[config.mk]
export PLATFORM = sky130hd
export DESIGN_NAME = red_pitaya_fads_sort_seq_flat
export DESIGN_NICKNAME = d
export VERILOG_FILES = /design/src/rtl/red_pitaya_fads_sort_seq_pkg.sv /design/src/rtl/red_pitaya_fads_sort_seq_if.sv /design/src/rtl/red_pitaya_fads_qual.sv /design/src/rtl/red_pitaya_fads_sort_seq.sv /design/src/flat_wrapper.sv
export SDC_FILE = /design/constraint.sdc
export NUM_CORES = 1
export LEC_CHECK = 0
export CAP_MARGIN = 20
export CORE_AREA = 2 2 192 194
export DETAILED_ROUTE_END_ITERATION = 8
export DIE_AREA = 0 0 194 196
export MAX_ROUTING_LAYER = met4
export PLACE_DENSITY = 0.57
export RECOVER_POWER = 100
export SLEW_MARGIN = 25
export SYNTH_ARGS = -nofsm -noshare
export SYNTH_HDL_FRONTEND = slang
export SYNTH_SLANG_ARGS = --single-unit
[constraint.sdc]
create_clock -name adc_clk_i -period 4.71 [get_ports adc_clk_i]
set_input_delay 0.471 -clock adc_clk_i [delete_from_list [all_inputs] [get_ports adc_clk_i]]
set_output_delay 0.471 -clock adc_clk_i [all_outputs]
set_load 0.005 [all_outputs]
[src/rtl/red_pitaya_fads_sort_seq_pkg.sv]
// Shared definitions for the FADS sort sequencer: register offsets,
// FSM state encoding and the default counter width.
package red_pitaya_fads_pkg;

    localparam int CW_DEFAULT = 24;

    localparam logic [19:0] ADDR_CTRL     = 20'h00000;
    localparam logic [19:0] ADDR_DELAY    = 20'h00004;
    localparam logic [19:0] ADDR_WIDTH    = 20'h00008;
    localparam logic [19:0] ADDR_HOLDOFF  = 20'h0000C;
    localparam logic [19:0] ADDR_FIRE_CNT = 20'h00010;
    localparam logic [19:0] ADDR_MISS_CNT = 20'h00014;
    localparam logic [19:0] ADDR_STATUS   = 20'h00018;
    localparam logic [19:0] ADDR_QUAL     = 20'h0001C;

    typedef enum logic [1:0] {
        ST_IDLE    = 2'd0,
        ST_DELAY   = 2'd1,
        ST_FIRE    = 2'd2,
        ST_HOLDOFF = 2'd3
    } state_e;

endpackage

[src/rtl/red_pitaya_fads_sort_seq_if.sv]
// Red Pitaya system-bus slice used to configure and observe the sort sequencer.
interface red_pitaya_fads_sort_seq_if;
    logic [31:0] sys_addr;
    logic [31:0] sys_wdata;
    logic [3:0]  sys_sel;
    logic        sys_wen;
    logic        sys_ren;
    logic [31:0] sys_rdata;
    logic        sys_err;
    logic        sys_ack;

    modport master (
        output sys_addr, sys_wdata, sys_sel, sys_wen, sys_ren,
        input  sys_rdata, sys_err, sys_ack
    );

    modport slave (
        input  sys_addr, sys_wdata, sys_sel, sys_wen, sys_ren,
        output sys_rdata, sys_err, sys_ack
    );
endinterface

[src/rtl/red_pitaya_fads_qual.sv]
// Droplet-detect qualifier: emits one event once the level has been high for
// qual_i+1 consecutive samples after having been seen low.
module red_pitaya_fads_qual
    import red_pitaya_fads_pkg::*;
(
    input  logic       clk,
    input  logic       rst_n,
    input  logic       level_i,
    input  logic [7:0] qual_i,
    output logic       evt_o
);

    logic [8:0] cnt_q, cnt_d;
    logic       seen_low_q, seen_low_d;
    logic       fired_q, fired_d;

    // A level that is high from reset onward never qualifies until it drops.
    always_comb begin
        evt_o      = level_i && seen_low_q && !fired_q && (cnt_q == {1'b0, qual_i});
        seen_low_d = seen_low_q || !level_i;
        fired_d    = level_i && (fired_q || evt_o);
        cnt_d      = 9'd0;
        if (level_i) begin
            cnt_d = (cnt_q == 9'h1FF) ? cnt_q : cnt_q + 9'd1;
        end
    end

    always_ff @(posedge clk or negedge rst_n) begin
        if (!rst_n) begin
            cnt_q      <= 9'd0;
            seen_low_q <= 1'b0;
            fired_q    <= 1'b0;
        end else begin
            cnt_q      <= cnt_d;
            seen_low_q <= seen_low_d;
            fired_q    <= fired_d;
        end
    end

endmodule

[src/rtl/red_pitaya_fads_sort_seq.sv]
// FADS sort sequencer: droplet trigger -> delay -> ASG pulse -> holdoff.
// Optional trigger qualifier (QUAL register at 0x1C) enabled by FADS_SORT_QUAL_EN.
module red_pitaya_fads_sort_seq
    import red_pitaya_fads_pkg::*;
#(
    parameter int CW = CW_DEFAULT
)(
    input  logic                       adc_clk_i,
    input  logic                       adc_rstn_i,
    input  logic                       sort_trig_i,
    output logic                       asg_trig_o,
    output logic                       busy_o,
    red_pitaya_fads_sort_seq_if.slave  sys
);

    state_e        state_q, state_d;
    logic [CW-1:0] cnt_q, cnt_d;
    logic [CW-1:0] delay_q, delay_d, width_q, width_d, holdoff_q, holdoff_d;
    logic [31:0]   fire_cnt_q, fire_cnt_d, miss_cnt_q, miss_cnt_d, rdata_q, rdata_d;
    logic          en_q, en_d, asg_q, asg_d, ack_q, ack_d, evt_q, evt_d;
    logic          trig_q, v1_q, trig_evt, fire_entry, miss, ctrl_wr, sw_trig;
    logic [19:0]   addr;
    logic          unused_bits;

    assign addr        = sys.sys_addr[19:0];
    assign unused_bits = ^{sys.sys_sel, sys.sys_addr[31:20], sys.sys_wdata};
    assign ctrl_wr     = sys.sys_wen && (addr == ADDR_CTRL);
    assign en_d        = ctrl_wr ? sys.sys_wdata[0] : en_q;
    assign sw_trig     = ctrl_wr && sys.sys_wdata[1];
    assign evt_d       = trig_evt || sw_trig;

    assign asg_trig_o    = asg_q;
    assign busy_o        = (state_q != ST_IDLE);
    assign sys.sys_rdata = rdata_q;
    assign sys.sys_ack   = ack_q;
    assign sys.sys_err   = 1'b0;

`ifdef FADS_SORT_QUAL_EN
    logic [7:0] qual_q, qual_d;

    // Before the first sample the level is forced high so a held input cannot qualify.
    red_pitaya_fads_qual u_qual (
        .clk     (adc_clk_i),
        .rst_n   (adc_rstn_i),
        .level_i (trig_q || !v1_q),
        .qual_i  (qual_q),
        .evt_o   (trig_evt)
    );
`else
    logic prev_q, v2_q;

    // v2_q masks the edge until prev_q holds a genuine post-reset sample.
    assign trig_evt = trig_q && !prev_q && v2_q;

    always_ff @(posedge adc_clk_i or negedge adc_rstn_i) begin
        if (!adc_rstn_i) begin
            prev_q <= 1'b0;
            v2_q   <= 1'b0;
        end else begin
            prev_q <= trig_q;
            v2_q   <= v1_q;
        end
    end
`endif

    always_comb begin
        delay_d    = delay_q;
        width_d    = width_q;
        holdoff_d  = holdoff_q;
        fire_cnt_d = fire_entry ? fire_cnt_q + 32'd1 : fire_cnt_q;
        miss_cnt_d = miss ? miss_cnt_q + 32'd1 : miss_cnt_q;
        rdata_d    = rdata_q;
        ack_d      = sys.sys_wen || sys.sys_ren;
`ifdef FADS_SORT_QUAL_EN
        qual_d     = qual_q;
`endif
        if (sys.sys_wen) begin
            case (addr)
                ADDR_DELAY:    delay_d    = sys.sys_wdata[CW-1:0];
                ADDR_WIDTH:    width_d    = sys.sys_wdata[CW-1:0];
                ADDR_HOLDOFF:  holdoff_d  = sys.sys_wdata[CW-1:0];
                ADDR_FIRE_CNT: fire_cnt_d = 32'd0;
                ADDR_MISS_CNT: miss_cnt_d = 32'd0;
`ifdef FADS_SORT_QUAL_EN
                ADDR_QUAL:     qual_d     = sys.sys_wdata[7:0];
`endif
                default: ;
            endcase
        end
        if (sys.sys_ren) begin
            case (addr)
                ADDR_CTRL:     rdata_d = {31'd0, en_q};
                ADDR_DELAY:    rdata_d = 32'(delay_q);
                ADDR_WIDTH:    rdata_d = 32'(width_q);
                ADDR_HOLDOFF:  rdata_d = 32'(holdoff_q);
                ADDR_FIRE_CNT: rdata_d = fire_cnt_q;
                ADDR_MISS_CNT: rdata_d = miss_cnt_q;
                ADDR_STATUS:   rdata_d = {29'd0, asg_q, state_q};
`ifdef FADS_SORT_QUAL_EN
                ADDR_QUAL:     rdata_d = {24'd0, qual_q};
`endif
                default:       rdata_d = 32'd0;
            endcase
        end
    end

    // Each phase loads its counter on entry; clearing EN aborts to IDLE without counting.
    always_comb begin
        state_d    = state_q;
        cnt_d      = cnt_q;
        fire_entry = 1'b0;
        miss       = evt_q && (state_q != ST_IDLE);
        case (state_q)
            ST_IDLE: begin
                if (evt_q && en_d) begin
                    state_d = ST_DELAY;
                    cnt_d   = delay_q;
                end
            end
            ST_DELAY: begin
                if (cnt_q == '0) begin
                    state_d    = ST_FIRE;
                    cnt_d      = (width_q == '0) ? CW'(1) : width_q;
                    fire_entry = 1'b1;
                end else begin
                    cnt_d = cnt_q - CW'(1);
                end
            end
            ST_FIRE: begin
                if (cnt_q <= CW'(1)) begin
                    state_d = ST_HOLDOFF;
                    cnt_d   = holdoff_q;
                end else begin
                    cnt_d = cnt_q - CW'(1);
                end
            end
            ST_HOLDOFF: begin
                if (cnt_q == '0) begin
                    state_d = ST_IDLE;
                end else begin
                    cnt_d = cnt_q - CW'(1);
                end
            end
            default: state_d = ST_IDLE;
        endcase
        if ((state_q != ST_IDLE) && !en_d) begin
            state_d    = ST_IDLE;
            fire_entry = 1'b0;
        end
        asg_d = (state_d == ST_FIRE);
    end

    always_ff @(posedge adc_clk_i or negedge adc_rstn_i) begin
        if (!adc_rstn_i) begin
            state_q    <= ST_IDLE;
            cnt_q      <= '0;
            delay_q    <= '0;
            width_q    <= '0;
            holdoff_q  <= '0;
            fire_cnt_q <= 32'd0;
            miss_cnt_q <= 32'd0;
            rdata_q    <= 32'd0;
            en_q       <= 1'b0;
            asg_q      <= 1'b0;
            ack_q      <= 1'b0;
            evt_q      <= 1'b0;
            trig_q     <= 1'b0;
            v1_q       <= 1'b0;
`ifdef FADS_SORT_QUAL_EN
            qual_q     <= 8'd0;
`endif
        end else begin
            state_q    <= state_d;
            cnt_q      <= cnt_d;
            delay_q    <= delay_d;
            width_q    <= width_d;
            holdoff_q  <= holdoff_d;
            fire_cnt_q <= fire_cnt_d;
            miss_cnt_q <= miss_cnt_d;
            rdata_q    <= rdata_d;
            en_q       <= en_d;
            asg_q      <= asg_d;
            ack_q      <= ack_d;
            evt_q      <= evt_d;
            trig_q     <= sort_trig_i;
            v1_q       <= 1'b1;
`ifdef FADS_SORT_QUAL_EN
            qual_q     <= qual_d;
`endif
        end
    end

endmodule

[src/flat_wrapper.sv]
// flat-port wrapper written by rule: the top's interface ports become plain ports
module red_pitaya_fads_sort_seq_flat import red_pitaya_fads_pkg::*;
#(
    parameter int CW = CW_DEFAULT
)
  (adc_clk_i, adc_rstn_i, sort_trig_i, asg_trig_o, busy_o, sys_sys_addr, sys_sys_wdata, sys_sys_sel, sys_sys_wen, sys_sys_ren, sys_sys_rdata, sys_sys_err, sys_sys_ack);
  red_pitaya_fads_sort_seq_if sys_i ();
  input  logic adc_clk_i;
  input  logic adc_rstn_i;
  input  logic sort_trig_i;
  output logic asg_trig_o;
  output logic busy_o;
  input wire logic [$bits(sys_i.sys_addr)-1:0] sys_sys_addr;
  input wire logic [$bits(sys_i.sys_wdata)-1:0] sys_sys_wdata;
  input wire logic [$bits(sys_i.sys_sel)-1:0] sys_sys_sel;
  input wire logic [$bits(sys_i.sys_wen)-1:0] sys_sys_wen;
  input wire logic [$bits(sys_i.sys_ren)-1:0] sys_sys_ren;
  output wire logic [$bits(sys_i.sys_rdata)-1:0] sys_sys_rdata;
  output wire logic [$bits(sys_i.sys_err)-1:0] sys_sys_err;
  output wire logic [$bits(sys_i.sys_ack)-1:0] sys_sys_ack;
  assign sys_i.sys_addr = sys_sys_addr;
  assign sys_i.sys_wdata = sys_sys_wdata;
  assign sys_i.sys_sel = sys_sys_sel;
  assign sys_i.sys_wen = sys_sys_wen;
  assign sys_i.sys_ren = sys_sys_ren;
  assign sys_sys_rdata = sys_i.sys_rdata;
  assign sys_sys_err = sys_i.sys_err;
  assign sys_sys_ack = sys_i.sys_ack;
  red_pitaya_fads_sort_seq #(.CW(CW)) u_core (.adc_clk_i(adc_clk_i), .adc_rstn_i(adc_rstn_i), .sort_trig_i(sort_trig_i), .asg_trig_o(asg_trig_o), .busy_o(busy_o), .sys(sys_i));
endmodule
* Yosys cells after proc, flatten, opt, wreduce, memory -nomap -nowiden
Index checks and enable logic that the tools add are counted.
** Operators by class
- Add/sub/neg operators :: 3
- Multipliers :: 0
- Div/mod/pow operators :: 0
- Magnitude comparators :: 1
- Eq/ne operators :: 12
- Shifts and indexed selects :: 0
- Mux-type cells :: 23
- Bitwise logic cells :: 0
- Reductions and logical operators :: 20
** Operator list (number)
- $pmux W32 S7 :: 1
- $mux W32 :: 6
- $mux W24 :: 5
- $pmux W24 S4 :: 1
- $add A32 B1 Y32 const B :: 2
- $eq A20 B5 Y1 const B :: 3
- $logic_not A24 Y1 :: 2
- $eq A20 B4 Y1 const B :: 2
- $le A24 B1 Y1 const B :: 1
- $sub A24 B1 Y24 const B :: 1
- $eq A20 B3 Y1 const B :: 1
- $logic_not A20 Y1 :: 1
- $mux W2 :: 5
- $pmux W2 S4 :: 1
- $reduce_and A2 Y1 :: 4
- $logic_and A1 B1 Y1 :: 7
- $eq A2 B2 Y1 const B :: 3
- $mux W1 :: 4
- $eq A2 B1 Y1 const B :: 1
- $logic_not A1 Y1 :: 2
- $logic_not A2 Y1 :: 1
- $logic_or A1 B1 Y1 :: 2
- $ne A2 B1 Y1 const B :: 1
- $ne A2 B2 Y1 const B :: 1
- $reduce_bool A2 Y1 :: 1
** Word-level totals
- Flip-flop bits (word level) :: 202
- Latch bits :: 0
- Bits in writable memories :: 0
- Memory bits (read-only) :: 0
- Bits of input ports :: 73
- Output and inout port bits :: 36
- Word-level logic and storage cells :: 75
- Memories kept :: 0

* Depth between registers and ports, before layout
- Depth after elaboration :: 9
- Mapped depth :: 9
- Gate-level depth less buffers :: 8

* Worst setup path before layout
OpenSTA, ideal clock, no wires.
- Path type :: flip-flop to flip-flop
- From :: register u_core.cnt_q[13]
- To :: register u_core.cnt_q[21]
- Library setup time :: 0.134 ns
- Data arrival time :: 2.496 ns
- Required time :: 4.576 ns
- Slack :: 2.080 ns
- Cell stages (with the launch flop) :: 8
- Buffers on the path :: 1
- Period minus slack after synthesis :: 2.630 ns
- Cell sequence :: dfrtp_1 -> or4_4 -> or4b_4 -> o41ai_4 -> nand2_2 -> buf_2 -> a221oi_1 -> o31ai_1
** On the way
- Longest elaborated chain between the ends :: 3
- Elaborated cells on any way between the ends :: 9
- Classes of those cells :: add/sub (1); order compare (1); eq/ne (1); mux (4); reduce/logical (2)
** RTL lines
- start: declaration :: line red_pitaya_fads_sort_seq.sv:17 : logic [CW-1:0] cnt_q, cnt_d;
- start signal: assignment :: line red_pitaya_fads_sort_seq.sv:174 : cnt_q <= cnt_d;
- $sub A24 B1 Y24, or another cell as far along :: line red_pitaya_fads_sort_seq.sv:126, red_pitaya_fads_sort_seq.sv:134, red_pitaya_fads_sort_seq.sv:141
- $mux W24, or another cell as far along :: line red_pitaya_fads_sort_seq.sv:138 : if (cnt_q == '0) begin
- $pmux W24 S4 or $reduce_and A2 Y1 (tied branches)
Several ways; a longest one is shown, not always the timed one. The select of a mux whose other input is x is not followed.
A chain may end at the register's enable or synchronous reset.

* Final worst setup path
- From :: input sys_sys_addr[2]
- To :: register u_core.miss_cnt_q[13]
** On the way
- Longest elaborated chain between the ends :: 3
** RTL lines
- start: declaration :: line flat_wrapper.sv:13 : input wire logic [$bits(sys_i.sys_addr)-1:0] sys_sys_addr;
- $eq A20 B5 Y1 :: line red_pitaya_fads_sort_seq.sv:78 : case (addr)
- $mux W32 :: line red_pitaya_fads_sort_seq.sv:78
- $mux W32 :: line red_pitaya_fads_sort_seq.sv:77 : if (sys.sys_wen) begin
- named net u_core.miss_cnt_d[13] :: line red_pitaya_fads_sort_seq.sv:19 : logic [31:0] fire_cnt_q, fire_cnt_d, miss_cnt_q, miss_cnt_d, rdata_q, rdata_d;
- end signal: assignment :: line red_pitaya_fads_sort_seq.sv:179 : miss_cnt_q <= miss_cnt_d;
- end: declaration :: line red_pitaya_fads_sort_seq.sv:19
The timed path passes the listed nets, and every way through them passes these cells.

==> run summary <==
The leakage power of the design is 5.28 nW. The clock-pin slew on the worst setup and hold paths is approximately 60 ps. The netlist area before placement is 10600 sq um. The count of final max-slew check failures came out at 128. The global-route wire length before repair came out at 49.8 mm. The tightest hold margin came out at 355 ps.

The simple-gate area share of the yosys netlist is between 10% and 20%. Summing the areas of all xor and xnor instances in the mapped netlist gives under 10% of the synthesized area. The root buffer cell chosen for the clock tree is sky130_fd_sc_hd__clkbuf_16. The stage delay of the slowest cell on the critical path is 1070 ps. The time the final worst path needs with I/O delays and setup came out at 3860 ps. The number of hold violations in the final report is 0. The share of the synthesized area in compound gates (AO/OA/AOI/OAI) came out at 16.4%. The combinational family with the most area after synthesis is simple AND/OR/NAND/NOR gates. The final setup violation count is 0.

The power per standard cell area is 300 nW/um^2. Along the worst path, the maximum fanout reaches 32. The register bit count reported by yosys is 202. The global-route usage over all layers is 16.8%.

The antenna cell count came out at 0. The via density per instance came out at roughly 5.4. The number of top-level design ports is 109. The most used flip-flop cell after synthesis is sky130_fd_sc_hd__dfrtp_1. The share of final-layout standard cells stronger than drive strength 1 came out at 14.7%. The worst max-slew margin expressed relative to the limit came out at -82.6%. After Yosys synthesis, full adders, half adders and majority gates account for 0.471% of the synthesized area. The unique cell type count in the Yosys netlist came out at between 60 and 70. The max-capacitance violation count is 2.

When the netlist entered floorplanning its net count stood at 1134. The post-detailed-placement half-perimeter wirelength came out at 21.4 mm. Synthesis produced roughly 1.1k cells. Summed over all nets, the switching power comes to about 0.86 mW. The utilization of the core after routing is 35.2%. Data arrives at the worst endpoint at 4230 ps.

For this run, the top clock speed supported by timing is 0.259 GHz. The cell internal power dissipation came out at 2.96 mW. The checks that failed: max-capacitance violations, max-slew violations.

The clock tree skew after final layout is about 19 ps. The number of placement rows came out at 70. Hold repair after CTS inserted 0 buffers.

Yosys printed 0 warnings. The worst setup path is launched from an input pin. By area the synthesized netlist is led by sky130_fd_sc_hd__dfrtp_1 (48%), sky130_fd_sc_hd__mux2_2 (10%), sky130_fd_sc_hd__nor2_1 (5.0%), sky130_fd_sc_hd__a21oi_1 (2.9%), sky130_fd_sc_hd__xnor2_1 (2.3%).

The remaining antenna violation count came out at 0. The launching point of the worst reg2reg path is u_core.cnt_q[15]. Counting cells, the worst reg-to-reg path comes to 6. The global placement routability congestion is around 0.9. The share of cell area taken by muxes after synthesis came out at between 10% and 20%. The initial utilization of the core area, before any placement, comes to roughly 29%. The switching part of the total power came out at 22.6%. The area share of the largest cell type after synthesis came out at 47.5%. In this run the critical register-to-register path is captured at u_core.fire_cnt_q[15].

In the synthesized netlist the async set-or-reset flop fraction comes to 100%. Entering global routing, the biggest net connects between 100 and 150 pins. The power share of the clock group came out at between 40 and 50%.

The register-to-register setup slack came out at 1000 ps. The run finished, with violations left. After layout, the worst path uses 82.0% of the clock period. The critical path goes through dlygate4sd3_1 > nor2b_1 > clkbuf_1 > and3_1 > buf_4 > and2_1 > clkbuf_2 > nor2_1. Ranked by instance count, the synthesized netlist is headed by sky130_fd_sc_hd__dfrtp_1 (202), sky130_fd_sc_hd__nor2_1 (142), sky130_fd_sc_hd__mux2_2 (95), sky130_fd_sc_hd__a21oi_1 (61), sky130_fd_sc_hd__nand2_1 (59). The die covers 38000 sq um.

The number of port buffers came out at between 80 and 90. The initial DRC count came out at 656. The sum of routed wire length over all layers is 31.1 mm. The die span in x is 194 um. The total congestion overflow after global routing is 0. The height of the die came out at slightly below 200 um. Gates resized during post-CTS repair numbered 0.

The sequential-to-total area share from yosys stat is 47.5%. The number of flops mapped to enable cells by yosys is 0. On the critical path the largest part of the delay comes from buffers and inverters. The number of instances on the worst hold path came out at 0. The CTS sink count is 202. The TritonCTS clock tree is done. Sequential cells burn 46.2% of the power. Setup repair after global routing left no endpoint under its margin. For this run, design rule violations remaining after detail routing come to 0. Yosys instantiated no cell more often than sky130_fd_sc_hd__dfrtp_1. The share of power burned in combinational logic is 4.4%. The setup TNS is 0 ps. The first-pass iteration count of the detailed router is 6.

The core area came out at 36100 sq um. For this run, the post-layout net count is ~1.2k. Counting both buffers and inverters, the worst setup path holds a total of 4.

The number of buffers created by CTS came out at 24. The overall power is 3.82 mW. The clock latency at the later pin of the worst-skew pair came out at 520 ps. The min-delay analysis places its worst path in the category register to register. The start-to-end type of the worst setup path is input pin to register. The routed length per instance came out at 19.3 um. The worst setup path is captured at a register. The worst supply voltage drop on vdd is 0.223 mV. The worst-margin pin slew came out at 2740 ps. The growth of design area from synthesis to finish came out at 19.5%. The number of antenna violations at the first check in global routing is 0.

The deepest clock path buffer count is 3. The source of the worst hold timing path is u_core.v1_q. Data on the critical path is required at its endpoint by 5070 ps. The number of levels the H-tree was split into came out at 1.

Dividing the synthesized area by the synthesized cell count gives 10.1 sq um. The via count of the first global-routing pass was approximately 8.6k. The end point of the worst hold path is u_core.v2_q.

After clock tree synthesis, the setup repair step added 0 buffers. The cell accounting for the most synthesized area is sky130_fd_sc_hd__dfrtp_1. The slowest stage cell on the critical path is sky130_fd_sc_hd__clkbuf_1. The total number of vias is 8692.
[how the worst max path moves through the flow]
stage | from | endpoint | slack (ps) | depth (start not counted)
floorplan | u_core.cnt_q[13] | u_core.cnt_q[21] | 2080 | 7
global placement | sys_sys_addr[2] | u_core.fire_cnt_q[5] | 1220 | 7
detailed placement | sys_sys_addr[2] | u_core.cnt_q[0] | 1210 | 8
CTS | u_core.cnt_q[15] | u_core.fire_cnt_q[15] | 1350 | 6
global route | sys_sys_addr[9] | u_core.fire_cnt_q[5] | 580 | 8
finish | sys_sys_addr[2] | u_core.miss_cnt_q[13] | 850 | 8
[layer usage]
layer	vias up	share of wire, %	GRT usage (%)
met5	-	0	-
met4	0	2.3	4.69
met3	43	5.4	2.56
met2	254	45	25.2
met1	4344	48	23.5
li1	4051	-	-
[sequential cells by signal, summed over array words and instances (netlist names)]
name                  count
u_core.asg_trig_o         1
u_core.cnt_q             24
u_core.delay_q           24
u_core.en_q               1
u_core.evt_q              1
u_core.fire_cnt_q        32
u_core.holdoff_q         24
u_core.miss_cnt_q        32
u_core.prev_q             1
u_core.state_q            2
u_core.sys.sys_ack        1
u_core.sys.sys_rdata     32
u_core.trig_q             1
u_core.v1_q               1
u_core.v2_q               1
u_core.width_q           24
[power by group through the flow]
stage / combinational [mW] / clock, mW / sequential [mW]
floorplan: 0.0450 / 0 / 1.80
global placement: 0.181 / 0 / 1.80
detailed placement: 0.182 / 0 / 1.80
CTS: 0.183 / 1.93 / 1.77
global route: 0.188 / 2.01 / 1.77
finish: 0.169 / 1.88 / 1.77
[cells in the final DEF (no fill, tap or decap), types with 7 or more instances in the layout]
cell,instances
sky130_fd_sc_hd__buf_4,12
sky130_fd_sc_hd__nor3_1,17
sky130_fd_sc_hd__or3_1,23
sky130_fd_sc_hd__a211oi_1,7
sky130_fd_sc_hd__xor2_1,27
sky130_fd_sc_hd__clkbuf_16,25
sky130_fd_sc_hd__mux2i_1,7
sky130_fd_sc_hd__clkdlybuf4s50_1,42
sky130_fd_sc_hd__o21ai_0,33
sky130_fd_sc_hd__dfrtp_1,202
sky130_fd_sc_hd__dlygate4sd3_1,39
sky130_fd_sc_hd__a221oi_1,27
sky130_fd_sc_hd__nor2_1,142
sky130_fd_sc_hd__nand4_1,22
sky130_fd_sc_hd__mux2_2,95
sky130_fd_sc_hd__clkbuf_2,8
sky130_fd_sc_hd__nor4_1,18
sky130_fd_sc_hd__xnor2_1,28
sky130_fd_sc_hd__o211ai_1,9
sky130_fd_sc_hd__a22oi_1,24
sky130_fd_sc_hd__and3_1,14
sky130_fd_sc_hd__o31ai_1,12
sky130_fd_sc_hd__a22o_1,18
sky130_fd_sc_hd__a21oi_1,61
sky130_fd_sc_hd__nand2_1,60
sky130_fd_sc_hd__a222oi_1,8
sky130_fd_sc_hd__clkbuf_1,11
sky130_fd_sc_hd__a21o_1,9
sky130_fd_sc_hd__o2111ai_1,7
sky130_fd_sc_hd__inv_1,22
sky130_fd_sc_hd__nand3_1,28
[worst reg2reg max path, cell delays in order (launching register included)]
cell and delay (ps):
sky130_fd_sc_hd__dfrtp_1 450, sky130_fd_sc_hd__nor4_1 530, sky130_fd_sc_hd__nand4_1 490, sky130_fd_sc_hd__nor4_2 930, sky130_fd_sc_hd__o211ai_1 580, sky130_fd_sc_hd__or3_1 490, sky130_fd_sc_hd__a21oi_1 140
[through the flow]
stage | area, sq um | setup WS, ps | cells
after global placement | 12000 | 1220 | 1565
after detailed placement | 12000 | 1210 | 1565
after floorplan | 10600 | 2080 | 1057
after global routing | 12700 | 577 | 1608
final | 12700 | 848 | 1608
after CTS | 12800 | 1350 | 1608
[cell type report]
type / instances / area [sq um]
tap: 468 / 586
multi-input combinational: 766 / 5230
clock inverter: 10 / 108
timing repair buffer: 107 / 963
sequential: 202 / 5050
inverter: 22 / 82.6
fill: 3665 / 23400
clock buffer: 33 / 686
[kinds of logic after synthesis]
kind of cell / count (synthesis)
simple gates: 359
compound gates: 243
flops: 202
mux: 103
buf+inv: 89
xor+xnor: 55
fa+ha+maj: 4
other cells: 2
No activity file was read; power rests on OpenSTA's default activity.
